`config.mk`:
```
export PLATFORM = sky130hd
export DESIGN_NAME = stream_pacer
export DESIGN_NICKNAME = d
export VERILOG_FILES = /design/src/rtl/stream_pacer_fifo.sv /design/src/rtl/stream_pacer.sv
export SDC_FILE = /design/constraint.sdc
export NUM_CORES = 1
export LEC_CHECK = 0
export BUFFER_PORTS_ARGS = -buffer_cell sky130_fd_sc_hd__buf_2
export CAP_MARGIN = 20
export CORE_MARGIN = 2
export CORE_UTILIZATION = 50
export CTS_BUF_LIST = sky130_fd_sc_hd__clkbuf_2 sky130_fd_sc_hd__clkbuf_4 sky130_fd_sc_hd__clkbuf_8
export DETAILED_ROUTE_END_ITERATION = 8
export PLACE_DENSITY = 0.81
export SETUP_SLACK_MARGIN = 0.02
export SYNTH_ARGS = -nofsm -noshare
export SYNTH_HDL_FRONTEND = slang
export SYNTH_SLANG_ARGS = --single-unit
```
`constraint.sdc`:
```
create_clock -name clk_i -period 5 [get_ports clk_i]
set_clock_uncertainty 0.2 [all_clocks]
set_input_delay 1 -clock clk_i [delete_from_list [all_inputs] [get_ports clk_i]]
set_output_delay 1 -clock clk_i [all_outputs]
set_load 0.005 [all_outputs]
```
`src/rtl/stream_pacer_fifo.sv`:
```
// Circular word buffer with registered occupancy; flush clears pointers and level.
module stream_pacer_fifo #(
    parameter int unsigned WIDTH = 8,
    parameter int unsigned DEPTH = 4
) (
    input  logic                       clk_i,
    input  logic                       rst_ni,
    input  logic                       flush_i,
    input  logic                       push_i,
    input  logic [WIDTH-1:0]           wdata_i,
    input  logic                       pop_i,
    output logic [WIDTH-1:0]           rdata_o,
    output logic [$clog2(DEPTH):0]     level_o
);
    localparam int unsigned PW = $clog2(DEPTH);
    localparam int unsigned LW = PW + 1;

    logic [WIDTH-1:0] r_mem [DEPTH];
    logic [PW-1:0]    r_wptr;
    logic [PW-1:0]    r_rptr;
    logic [LW-1:0]    r_level;

    // Storage is intentionally left unreset.
    always_ff @(posedge clk_i) begin
        if (push_i && !flush_i) begin
            r_mem[r_wptr] <= wdata_i;
        end
    end

    always_ff @(posedge clk_i or negedge rst_ni) begin
        if (!rst_ni) begin
            r_wptr  <= '0;
            r_rptr  <= '0;
            r_level <= '0;
        end else if (flush_i) begin
            r_wptr  <= '0;
            r_rptr  <= '0;
            r_level <= '0;
        end else begin
            if (push_i) begin
                r_wptr <= r_wptr + PW'(1);
            end
            if (pop_i) begin
                r_rptr <= r_rptr + PW'(1);
            end
            case ({push_i, pop_i})
                2'b10:   r_level <= r_level + LW'(1);
                2'b01:   r_level <= r_level - LW'(1);
                default: r_level <= r_level;
            endcase
        end
    end

    assign rdata_o = r_mem[r_rptr];
    assign level_o = r_level;
endmodule

```
`src/rtl/stream_pacer.sv`:
```
// Rate-limited stream buffer: pops at most once per RATE cycles into a registered strobe/data pair.
module stream_pacer #(
    parameter int unsigned WIDTH = 8,
    parameter int unsigned DEPTH = 4,
    parameter int unsigned RATE  = 1
) (
    input  logic                   clk_i,
    input  logic                   rst_ni,
    input  logic                   flush_i,
    input  logic                   s_valid_i,
    output logic                   s_ready_o,
    input  logic [WIDTH-1:0]       s_data_i,
    output logic                   enable_o,
    output logic [WIDTH-1:0]       data_o,
    output logic [$clog2(DEPTH):0] level_o
);
    localparam int unsigned LW = $clog2(DEPTH) + 1;
    localparam int unsigned CW = $clog2(RATE) + 1;

    logic [LW-1:0]    w_level;
    logic [WIDTH-1:0] w_rdata;
    logic             w_ready;
    logic             w_push;
    logic             w_pop;
    logic [CW-1:0]    r_cnt;
    logic             r_enable;
    logic [WIDTH-1:0] r_data;

    // No bypass: a full buffer refuses a push even when it pops that cycle.
    assign w_ready = (w_level < LW'(DEPTH)) && !flush_i;
    assign w_push  = s_valid_i && w_ready;
    assign w_pop   = (r_cnt == '0) && (w_level != '0) && !flush_i;

    stream_pacer_fifo #(
        .WIDTH (WIDTH),
        .DEPTH (DEPTH)
    ) u_fifo (
        .clk_i   (clk_i),
        .rst_ni  (rst_ni),
        .flush_i (flush_i),
        .push_i  (w_push),
        .wdata_i (s_data_i),
        .pop_i   (w_pop),
        .rdata_o (w_rdata),
        .level_o (w_level)
    );

    always_ff @(posedge clk_i or negedge rst_ni) begin
        if (!rst_ni) begin
            r_cnt <= '0;
        end else if (flush_i) begin
            r_cnt <= '0;
        end else if (w_pop) begin
            r_cnt <= CW'(RATE - 1);
        end else if (r_cnt != '0) begin
            r_cnt <= r_cnt - CW'(1);
        end
    end

    // Data holds its last popped value, including across a flush.
    always_ff @(posedge clk_i or negedge rst_ni) begin
        if (!rst_ni) begin
            r_enable <= 1'b0;
            r_data   <= '0;
        end else if (flush_i) begin
            r_enable <= 1'b0;
        end else begin
            r_enable <= w_pop;
            if (w_pop) begin
                r_data <= w_rdata;
            end
        end
    end

    assign s_ready_o = w_ready;
    assign enable_o  = r_enable;
    assign data_o    = r_data;
    assign level_o   = w_level;
endmodule

```
### After elaboration in Yosys (flattened, before gate mapping)

Memories as Yosys holds them, arrays and structs flattened. A register that Yosys moved wholly into a read port is not among the register bits.
Index checks and enable logic that the tools add are counted.
W data, S select, Z words.

* register bits: 9
* bits in writable memories: 32
* bits of input ports: 12
* output and inout port bits: 13
* logic and storage cells: 40
* memories kept: 1

* add/sub/neg operators: 5
* magnitude comparators: 1
* equality and inequality tests: 2
* muxes and demuxes: 12
* bitwise gates (word level): 2
* reduce and logical (&&, ||, !) cells: 12

Memory list
* u_fifo.r_mem: depth 4, bits a word 8, rd ports 1, clocked after memory_dff 1, write ports 1, RTL line stream_pacer_fifo.sv:18 `logic [WIDTH-1:0] r_mem [DEPTH];`

Operator list (count)
* $mux W2: 4
* $mux W1: 6
* $pmux W3 S2: 1
* $reduce_bool A3 Y1: 2
* $logic_and A1 B1 Y1: 5
* $add A2 B1 Y2 const B: 2
* $reduce_bool A2 Y1: 2
* $add A3 B1 Y3 const B: 1
* $lt A3 B3 Y1 const B: 1
* $mux W3: 1
* $sub A3 B1 Y3 const B: 1
* $eq A2 B1 Y1 const B: 1
* $eq A2 B2 Y1 const B: 1
* $logic_not A1 Y1: 2
* $not A1 Y1: 2
* $reduce_and A2 Y1: 1
* $sub A1 B1 Y1 const B: 1

### Logic depth before layout (Yosys ltp)

Gate-level depths: netlist of the first run.

* word-level depth: 6
* mapped depth: 6
* depth with buffers taken out: 5

### Hierarchy

From an unflattened synthesis of the first run, not the netlist that was laid out.

* cells, all modules: 131
* area, all modules: 2093.3 um^2

Modules (own cells, without submodules)
* stream_pacer_fifo: times used 1, cells each 83, area an instance 1604.0 um^2, sequential area each 1136.1 um^2
* stream_pacer: times used 1, cells each 48, area an instance 489.2 um^2, sequential area each 225.2 um^2

### Worst setup path after synthesis of the first run

Ideal clock, no wire load.

* path type: input-to-reg
* from: in flush_i
* to: reg u_fifo.r_level[2] (netlist: u_fifo.level_o[2])
* library setup time: 0.077 ns
* data arrival time: 2.556 ns
* required time: 4.723 ns
* slack: 2.166 ns
* stages on the path: 6
* path through: buf_2 nor3b_2 nor3_1 fa_1 or4_1 a21oi_1

* word-level cells in the longest chain between the ends: 6

RTL lines
* start: declaration: RTL line stream_pacer.sv:9 `input logic flush_i,`
* $logic_not A1 Y1: RTL line stream_pacer.sv:30, stream_pacer.sv:32
* $logic_and A1 B1 Y1: RTL line stream_pacer.sv:30 `assign w_ready = (w_level < LW'(DEPTH)) && !flush_i;`
* $logic_and A1 B1 Y1: RTL line stream_pacer.sv:31 `assign w_push = s_valid_i && w_ready;`
* $eq A2 B1 Y1 / $eq A2 B2 Y1 (equally long branches): RTL line stream_pacer_fifo.sv:46 `case ({push_i, pop_i})`
* $pmux W3 S2: RTL line stream_pacer_fifo.sv:46
* $mux W3: RTL line stream_pacer_fifo.sv:35 `end else if (flush_i) begin`
* end signal: assignment: RTL line stream_pacer_fifo.sv:47 `2'b10: r_level <= r_level + LW'(1);`
* end signal: assignment: RTL line stream_pacer_fifo.sv:48 `2'b01: r_level <= r_level - LW'(1);`
* end signal: assignment: RTL line stream_pacer_fifo.sv:49 `default: r_level <= r_level;`
* end: declaration: RTL line stream_pacer_fifo.sv:21 `logic [LW-1:0] r_level;`

Several ways; a longest one is shown, not always the timed one.
A chain may end at the register's enable or synchronous reset.

### Worst setup path after layout of the first run

Ends and elaborated chain as after synthesis.

==> impl_summary.md, run 1 <==
Timing
For this run, the top clock speed supported by timing is approximately 0.37 GHz. Setup repair after global routing left no endpoint under its margin. The final hold violation count came to 0. After routing, the total negative slack on setup checks comes to 0 ps. The worst-case headroom to the max-slew limit is 0.610. The smallest clock period supported by the final layout is computed as 2680 ps. The worst-margin pin slew is 585 ps. The number of failing setup endpoints in the final timing report is 0.

The final max-slew violation count is 0. Of the available clock period, the critical path in the final layout requires 0.535. Setup slack closes at approximately 2300 ps.

Clock tree
The clock passes through at most 2 buffers. CTS saw 48 sinks. The root buffer cell is sky130_fd_sc_hd__clkbuf_8. The total number of H-tree levels is 2. The clock edge transition at the registers on the reported setup and hold paths is 90 ps. The post-CTS repair timing setup buffer count is 0.

TritonCTS built the clock tree. The source-to-sink clock delay at the later pin of the worst-skew pair is 300 ps. For this design, the CTS-stage hold fixing added 0 buffers. The total clock buffers created by CTS is 5. Gates resized during post-CTS repair numbered 0.

Setup path
The data required time of the critical path is 5030 ps. The cell with the largest stage delay on the worst path is sky130_fd_sc_hd__or4_1. The critical path goes through buf_2, nor3b_2, nor3_1, fa_1, or4_1, a21oi_1.

The critical-path maximum fanout is 11. The nature of the critical path endpoint is a flop. On the worst path, the slowest cell contributes a delay of 520 ps. The number of buffers and inverters on the critical path is 1. The signal arrival time at the worst endpoint is 2710 ps. The kind of cell with the highest combined delay along the critical path is simple AND/OR/NAND/NOR gates. STA classifies the critical path startpoint as a primary input.

The class of the most critical setup path is primary input to flop.

Synthesis
The number of warning messages in the yosys log is 0. The number of different library cells used by synthesis comes to 26. Summing every instance area after synthesis gives 0.00199 mm².

The post-synthesis register bit count is 48. Of the synthesized area, sequential elements account for 0.683. The share of synthesized area in the top cell type comes to 0.482. The average instance in the mapped netlist occupies 18.4 µm².

The number of nets handed over by synthesis was 125. The number of standard cells after synthesis is 108. Ranked by total cell area, the synthesized netlist is headed by sky130_fd_sc_hd__edfxtp_1, sky130_fd_sc_hd__dfrtp_1, sky130_fd_sc_hd__mux4_2, sky130_fd_sc_hd__mux2_4, sky130_fd_sc_hd__ha_1. The biggest area contributor in the post-synthesis netlist is sky130_fd_sc_hd__edfxtp_1.

Layout
The area added between synthesis and finish is 13.6%. At the end of the flow, the number of nets in the layout was 152. The area taken by multi-input logic gates is 598 µm². The layout has 297 filler cells.

Of the cells placed in the final design, the portion with a size suffix greater than 1 is 0.375. The most common cell after layout, fill and taps aside is sky130_fd_sc_hd__edfxtp_1. The top cell types in the final layout, fill and taps aside, are sky130_fd_sc_hd__edfxtp_1, sky130_fd_sc_hd__buf_2, sky130_fd_sc_hd__dfrtp_1. The sequential cells in the finished layout cover a total of 0.00136 mm². 0 antenna diodes ended up in the layout.

Power and ir drop
The leakage power is 0.881 nW. The power per cell area is about 500 mW/mm². The worst ir drop on vdd is between 0.0003 and 0.0004 V.

Floorplanning
The initial utilization of the core area, before any placement, comes to 0.532. The core region is 0.00374 mm². The number of ports placed on the die boundary is 25. The die is 67.1 µm tall. The row count is 22.

The area enclosed by the die boundary is between 0.004 and 0.005 mm². The overall die width is around 67 µm.

Global routing
In the global route stage, overall resource usage came out at 0.164. The number of antenna violations at the first check in global routing is 0. The number of global-route vias before repair came to 1028. The first global-routing pass estimated between 5000 and 6000 µm of wire. The global route total overflow is 0. The largest net degree at the start of global routing is 17.

Route
In the routed design, unresolved DRC markers number 0. The detailed-routing iteration count for the pre-antenna-repair pass is 4. The number of vias per cell after detailed routing is between 5 and 6.

The routed length per instance is 16.8 µm. In this run, the number of DRC markers left after iteration 0 of detailed routing was 20. For this block, the routed nets add up to 3090 µm of wire. The via count is 995.

In this run the remaining antenna-violating nets after routing total 0.

Run
The tool flagged a number of max-cap violations equal to 0.

Placed design
The congestion estimate from routability-driven global placement came to around 0.77. The number of port buffers is 24. At the placement stage, the worst setup path has a slack of 1990 ps. The HPWL reported at the end of detailed placement is 2050 µm.

Outcome
The run finished with clean final reports.

Min path
The worst hold path belongs to the class flop to flop.
-- Yosys cell counts, drive strengths merged --
cell,count
o21ai,4
fa,1
inv,2
nor2,6
buf,3
clkbuf,1
mux2,8
and2,4
edfxtp,32
ha,4
nor2b,3
nand2,1
o31ai,2
or4,1
xor2,3
xnor2,1
a21oi,3
nor3,2
nor3b,2
dfrtp,16
o21bai,1
mux4,8
-- worst reg2reg max path, cell delays in order, from the launching register on --
cell and delay, ps:
sky130_fd_sc_hd__dfrtp_1 530, sky130_fd_sc_hd__nor3b_2 370, sky130_fd_sc_hd__nor3_1 120, sky130_fd_sc_hd__fa_1 380
sky130_fd_sc_hd__or4_1 520, sky130_fd_sc_hd__a21oi_1 150
-- final timing paths --
| path | startpoint | to | slack [ps] | cells past startpoint |
|---|---|---|---|---|
| worst max register to register | u_fifo.level_o[2] | u_fifo.level_o[2] | 2660 | 5 |
| min in group asynchronous | rst_ni | enable_o | 390 | 1 |
| worst min register to register | data_o[1] | data_o[1] | 320 | 1 |
| worst min-delay path | data_o[1] | data_o[1] | 320 | 1 |
| max in group asynchronous | rst_ni | u_fifo.r_wptr[0] | 3930 | 1 |
| worst max-delay path | flush_i | u_fifo.level_o[2] | 2320 | 6 |
-- state kept, by name, summed over array words and instances (netlist names) --
signal	count
u_fifo.r_mem	32
u_fifo.r_wptr	2
u_fifo.r_rptr	2
u_fifo.level_o	3
enable_o	1
data_o	8
-- power by group --
| part | switching, W | leakage [nW] | internal, W |
|---|---|---|---|
| sequential | 0.0000759 | 0.491 | 0.000492 |
| clock | 0.000133 | 0.0548 | 0.000151 |
| combinational | 0.000116 | 0.335 | 0.000180 |
-- layout make-up --
type | instances | area share
clock buffer | 5 | 0.0304
clock inverter | 3 | 0.0205
inverter | 2 | 0.00332
multi-input combinational | 54 | 0.264
sequential | 48 | 0.602
tap | 48 | 0.0265
timing repair buffer | 24 | 0.0531
-- kinds of logic after synthesis --
logic type | Yosys count | share of synthesized area
flip-flops | 48 | 0.683
AND/OR/NAND/NOR | 19 | 0.0678
multiplexers | 16 | 0.151
AO/OA/AOI/OAI | 10 | 0.0289
buffers and inverters | 6 | 0.0163
adder cells (fa/ha/maj) | 5 | 0.0352
XOR/XNOR | 4 | 0.0176
-- through the flow --
stage	hold slack, ps	utilization	cells	total power, W	cell area (µm²)
final	317	0.604	184	0.00115	2260
after floorplan	307	-	108	0.000785	1990
after global routing	331	0.604	184	0.00122	2260
after CTS	323	0.604	184	0.00116	2260
after global placement	294	0.574	176	0.000863	2150
after detailed placement	291	0.574	176	0.000876	2150
-- metal layers --
metal | GRT usage | wire length [µm] | vias to the layer above
met5 | 0 | 0 | -
met4 | 0.0969 | 92 | 0
met3 | 0.0591 | 152 | 9
met2 | 0.248 | 1500 | 25
met1 | 0.205 | 1350 | 499
li1 | - | - | 462
Note: power is estimated with default switching activity, not from simulation.
==> run 2: changes to the inputs <==
- PLACE_DENSITY: 0.81 -> 0.84
- clock period: 5 -> 2.2 ns (I/O delays scaled with it)
==> impl_summary.md, run 2 (same netlist as run 1, synthesis figures left out) <==
Floorplanning
In this run the standard cell core region covers 0.00374 mm². The die covers 0.00450 mm². In this run the horizontal extent of the chip is 67.1 µm. The floorplan has 22 rows. During I/O placement, the number of pins put on the boundary was 25. From bottom edge to top edge, the die measures 67.1 µm.

For this configuration, the core starts out at a cell density of 0.532.

Global routing
The largest net degree at the start of global routing is 17. The first-pass GRT wire length is around 5400 µm. For this run, the total global-route usage over all layers was measured as 0.177.

Summed over all layers, the global routing overflow is 0. The number of antenna violations at the first check in global routing is 0. The number of global-route vias before repair is 1123.

Power and ir drop
The portion of total power attributed to combinational logic is 0.320. The power spent charging and discharging nets is 0.000727 W. The switching share of power is 0.283. The sequential share of power is 0.478. The worst ir drop on vdd is 0.000491 V. For this design the static power due to leakage is between 0.9 and 1 nW. The total internal power is 0.00184 W.

The power per cell area is 1110 mW/mm². Of the total power, the clock network draws 0.202.

Clock tree
The longest clock path from root to sink contains 2 buffers. At the later pin of the worst-skew pair, clock insertion delay measures around 300 ps. The root buffer cell is sky130_fd_sc_hd__clkbuf_8. After clock tree synthesis, the flow added hold-fix buffers numbering 1. Once the clock tree was built, the resizer swapped 0 gates to a different size. After clock tree synthesis, the setup repair step added 0 buffers. Clock tree synthesis inserted a total of 5 buffers. The clock tree from TritonCTS is done. CTS built an H-tree with a depth of 2. Clock tree synthesis found a total of 48 sinks. The clock edge transition at the registers on the reported setup and hold paths is 80 ps.

Setup path
The critical path is of the flop to flop type. STA puts the critical path data required time at 2230 ps. The reg-to-reg setup timing slack is 150 ps. The worst reg2reg path startpoint is u_fifo.level_o[2].

STA classifies the critical path endpoint as a flop. The endpoint of the worst register-to-register path is u_fifo.level_o[2]. The signal arrival time at the worst endpoint is 2080 ps.

In this run the worst path has a maximum fanout of 4. Counting cells, the worst reg-to-reg path comes to 5. STA classifies the critical path startpoint as a flop.

Timing
Setup repair after global routing left no endpoint under its margin. The setup TNS is 0 ps. The final max-slew violation count is 0. The worst-case headroom to the max-slew limit is 0.715. The minimum period implied by the final worst setup slack is 2050 ps. The final hold violation count is 0. The part of the cycle the worst path needs is 0.932. For the pin with the worst max-slew slack, the measured transition is 427 ps. Derived from the worst setup path, the maximum achievable clock frequency is between 0.4 and 0.5 GHz. Setup violations remaining at the end of the flow were counted as 0.

Layout
In the layout the commonest cells are sky130_fd_sc_hd__edfxtp_1, sky130_fd_sc_hd__buf_2, sky130_fd_sc_hd__dfrtp_1. More flip-flops sit in one register than any other, and that register is u_fifo.r_mem. Leaving out fill and tap cells, the most frequent cell in the layout is sky130_fd_sc_hd__edfxtp_1.

The number of nets in the layout is 161. The repair_antennas step left the layout with diodes totalling 0. Of the cells placed in the final design, the portion with a size suffix greater than 1 is 0.414. The final design area excluding fillers is around 0.0023 mm². The area growth from synthesis to layout is 16.4%.

The register with the most flip-flops in the layout has 32 of them.

Route
The detail route stage leaves a number of antenna-violating nets equal to 0. The total DRC errors in the routed layout is 0. The via count is 1029. In this run, the number of DRC markers left after iteration 0 of detailed routing was 42. Wires add up to 3300 µm. The number of vias per cell after detailed routing is 5.33. The first detailed-routing pass ran for 4 iterations.

The routed length per instance is about 17 µm.

Placed design
The HPWL after detailed placement is 2340 µm. The number of port buffers is 24. At the end of routability-driven placement, the weighted congestion stood at 0.834.

The cell area reported after detailed placement is 0.00222 mm².

Min path
In this run the most critical hold path is launched from s_data_i[2]. The worst hold path belongs to the class primary input to flop. The endpoint of the worst hold path is u_fifo.r_mem[3][2]. Along the worst hold path, the cell count comes to 1.

Outcome
The flow ran to the end, and the final reports show no timing, DRC or antenna violations.

Run
The total of max-cap violations is 0.
-- run 2: power by group through the flow --
stage	registers (W)	logic, W	clock network, W
after floorplan	0.00124	0.000557	0
after global placement	0.00124	0.000800	0
after detailed placement	0.00125	0.000832	0
after CTS	0.00123	0.000836	0.000535
after global routing	0.00125	0.000917	0.000571
final	0.00123	0.000823	0.000519
-- run 2: worst max-delay path: stages, from the launching register on --
cell                      delay (ps)
sky130_fd_sc_hd__dfrtp_1         460
sky130_fd_sc_hd__nor3b_4         250
sky130_fd_sc_hd__nor3_2           80
sky130_fd_sc_hd__fa_2            330
sky130_fd_sc_hd__or4_1           520
sky130_fd_sc_hd__a21oi_1         130
-- run 2: stage by stage --
step	utilization	hold WS [ps]	instances	total power, W	setup slack, ps
floorplan	-	-55.6	108	0.00180	47.5
global placement	0.593	179	184	0.00204	112
detailed placement	0.593	193	184	0.00208	31.2
CTS	0.619	141	193	0.00260	139
global route	0.619	136	193	0.00274	61.3
finish	0.619	151	193	0.00257	149
-- run 2: layout make-up --
type | instances | area, µm²
inverter | 2 | 7.51
tap | 48 | 60.1
clock buffer | 7 | 83.8
clock inverter | 1 | 3.75
multi-input combinational | 54 | 612
timing repair buffer | 33 | 190
sequential | 48 | 1360
fill | 298 | 1430
-- run 2: metal layers --
| metal | track usage | wire length (µm) | vias to the layer above |
|---|---|---|---|
| li1 | - | - | 477 |
| met1 | 0.189 | 1320 | 525 |
| met2 | 0.311 | 1770 | 21 |
| met3 | 0.0608 | 147 | 6 |
| met4 | 0.0867 | 67 | 0 |
| met5 | 0 | 0 | - |
-- run 2: how the worst max path moves through the flow --
| stage | depth (start not counted) | startpoint | slack [ps] | end |
|---|---|---|---|---|
| global route | 5 | u_fifo.level_o[2] | 60 | u_fifo.level_o[2] |
| floorplan | 6 | flush_i | 50 | u_fifo.level_o[2] |
| finish | 5 | u_fifo.level_o[2] | 150 | u_fifo.level_o[2] |
| detailed placement | 6 | s_valid_i | 30 | u_fifo.level_o[2] |
| CTS | 5 | u_fifo.level_o[2] | 140 | u_fifo.level_o[2] |
| global placement | 6 | s_valid_i | 110 | u_fifo.level_o[2] |
==> run 3: changes to the inputs <==
- CTS_BUF_LIST: sky130_fd_sc_hd__clkbuf_2 sky130_fd_sc_hd__clkbuf_4 sky130_fd_sc_hd__clkbuf_8 -> not set
==> impl_summary.md, run 3 (same netlist as run 1, synthesis figures left out) <==
Timing
The final max-slew violation count is 0. Setup violations remaining at the end of the flow were counted as 0. The final hold violation count is 0. The worst-case headroom to the max-slew limit is 0.717. The worst-margin pin slew is 425 ps. The minimum period implied by the final worst setup slack is 2050 ps. Once routing completed, OpenROAD measured the worst setup slack at 149 ps.

The part of the cycle the worst path needs is 0.932. The maximum achievable frequency is 0.488 GHz. Setup repair after global routing left no endpoint under its margin. The setup TNS is 0 ps.

Layout
The number of nets in the layout is 161. From synthesis to final layout, the design area changed by 16.0%. The antenna diode count is 0. Once layout is complete, the cells apart from fillers number between 150 and 200. The library cells used most frequently in the layout, excluding fill and tap cells, are sky130_fd_sc_hd__edfxtp_1, sky130_fd_sc_hd__buf_2, sky130_fd_sc_hd__dfrtp_1. The largest register by flop count is u_fifo.r_mem. The fraction of layout cells with a size suffix above 1 is 0.400. In the final layout, the multi-input gates occupy 612 µm². The layout has 299 filler cells.

The flip-flop count of the largest register after layout is 32. The library cell used most frequently in the layout, excluding fill and tap cells, is sky130_fd_sc_hd__edfxtp_1. The register area is 0.00136 mm².

Power and ir drop
The total chip power is 0.00255 W. The total internal power is 0.00182 W. The leakage power is 0.911 nW. Of the total power, the share spent switching nets is 0.285. The sequential share of power is 0.483. For this design the ratio of total power to cell area is 1100 mW/mm². For this design the total switching power over the nets is slightly above 0.0007 W. The worst ir drop on vdd is 0.000479 V. The share of total power dissipated in the clock network is 0.194. The portion of total power attributed to combinational logic is 0.323.

Floorplanning
The effective utilization at floorplan is 0.532. The row count is 22. The overall die width is about 67 µm.

The area enclosed by the die boundary is 0.00450 mm². 25 I/O pins were placed. The die is between 60 and 70 µm tall.

After floorplanning, the core was sized to cover ~0.0037 mm².

Clock tree
The total number of H-tree levels is 2. The cell sitting at the root of the clock tree is a sky130_fd_sc_hd__clkbuf_8. For this design, the sink count on the clock tree is 48. Clock-pin slew was measured on the worst setup and hold paths at 80 ps. The post-CTS repair timing setup buffer count is 0. TritonCTS built the clock tree.

Buffers inserted during clock tree synthesis total 5. The maximum number of buffers from clock root to sink is 2. The source-to-sink clock delay at the later pin of the worst-skew pair is 300 ps. After clock tree synthesis, the repair step resized 0 gates. The number of hold buffers added after CTS is 1.

Global routing
The largest net degree at the start of global routing is 17. The first global-routing pass estimated 5370 µm of wire. The number of antenna violations at the first check in global routing came to 0. The number of global-route vias before repair is 1122. The total global-route track usage is 0.177. The total overflow left after global routing is 0.

Placed design
The cell total after placement is 184. Routability-driven placement finished with a final weighted congestion of ~0.83. In this run the tool buffered the top-level ports with 24 buffer cells.

At the placement stage, the worst setup path has a slack of 31.2 ps. After legalization and detailed placement, the total HPWL measured 2340 µm.

Route
Once detail routing completed, the nets flagged for antenna violations numbered 0. The iteration-0 DRC count of the detailed router is 43. The detailed-routing iteration count for the pre-antenna-repair pass is 4.

The wire length after detailed routing is about 3300 µm. The final route contains 1024 vias. The routed length per instance is 17.1 µm. In the routed layout, each cell is associated on average with a via count of 5.31. The total DRC errors in the routed layout is 0.

Min path
The number of cells on the worst hold path is 1. The class of the worst hold path is primary input to flop. The path with the worst hold slack has its endpoint at u_fifo.r_mem[3][2]. The origin of the worst min-delay path is s_data_i[2].

Setup path
The worst setup path is captured at a flop. The endpoint of the worst register-to-register path is u_fifo.level_o[2]. In this run the worst path has a maximum fanout of 4. The worst reg2reg path startpoint is u_fifo.level_o[2]. The reg-to-reg setup timing slack is 150 ps. By startpoint and endpoint, the worst setup path is classified as flop to flop. The launch point of the critical path is u_fifo.level_o[2]. The data required time of the critical path is 2230 ps.

For the worst flop-to-flop path, the logic depth is 5. The signal arrival time at the worst endpoint is 2080 ps. The critical path startpoint category is a flop.

Outcome
The run finished with clean final reports.

Run
The total of max-cap violations is 0.
run 3: critical path: stages, from the launching register on:
cell                      delay, ps
sky130_fd_sc_hd__dfrtp_1        460
sky130_fd_sc_hd__nor3b_4        250
sky130_fd_sc_hd__nor3_2          80
sky130_fd_sc_hd__fa_2           330
sky130_fd_sc_hd__or4_1          520
sky130_fd_sc_hd__a21oi_1        130
run 3: cell type report:
| cell class | instances | share of cell area |
|---|---|---|
| Timing Repair Buffer | 33 | 0.0823 |
| Multi-Input combinational cell | 54 | 0.265 |
| Clock inverter | 1 | 0.00162 |
| Clock buffer | 7 | 0.0330 |
| Sequential cell | 48 | 0.589 |
| Inverter | 2 | 0.00325 |
| Tap cell | 48 | 0.0260 |
run 3: worst max-delay path by stage:
stage	end	slack (ps)	depth (start not counted)
finish	u_fifo.level_o[2]	150	5
floorplan	u_fifo.level_o[2]	50	6
detailed placement	u_fifo.level_o[2]	30	6
global placement	u_fifo.level_o[2]	110	6
global route	u_fifo.level_o[2]	60	5
CTS	u_fifo.level_o[2]	140	5
run 3: routing by layer:
metal  routed length (µm)  global-route usage  share of wire  up-vias
met1                 1320               0.188           0.40      517
met3                  150              0.0608          0.045        6
met2                 1770               0.311           0.53       23
met4                   67              0.0867          0.020        0
met5                    0                   0              0        -
li1                     -                   -              -      478
run 3: metrics by stage:
| step | area, µm² | util | hold slack, ps |
|---|---|---|---|
| final | 2310 | 0.617 | 151 |
| after global routing | 2310 | 0.617 | 136 |
| after CTS | 2310 | 0.617 | 141 |
| after detailed placement | 2220 | 0.593 | 193 |
| after global placement | 2220 | 0.593 | 179 |
| after floorplan | 2010 | - | -55.6 |
run 3: power groups by stage:
| stage | Clock [W] | Sequential, W | Combinational [W] |
|---|---|---|---|
| finish | 0.000493 | 0.00123 | 0.000823 |
| global route | 0.000546 | 0.00125 | 0.000917 |
| CTS | 0.000509 | 0.00123 | 0.000836 |
| detailed placement | 0 | 0.00125 | 0.000832 |
| global placement | 0 | 0.00124 | 0.000800 |
| floorplan | 0 | 0.00124 | 0.000557 |
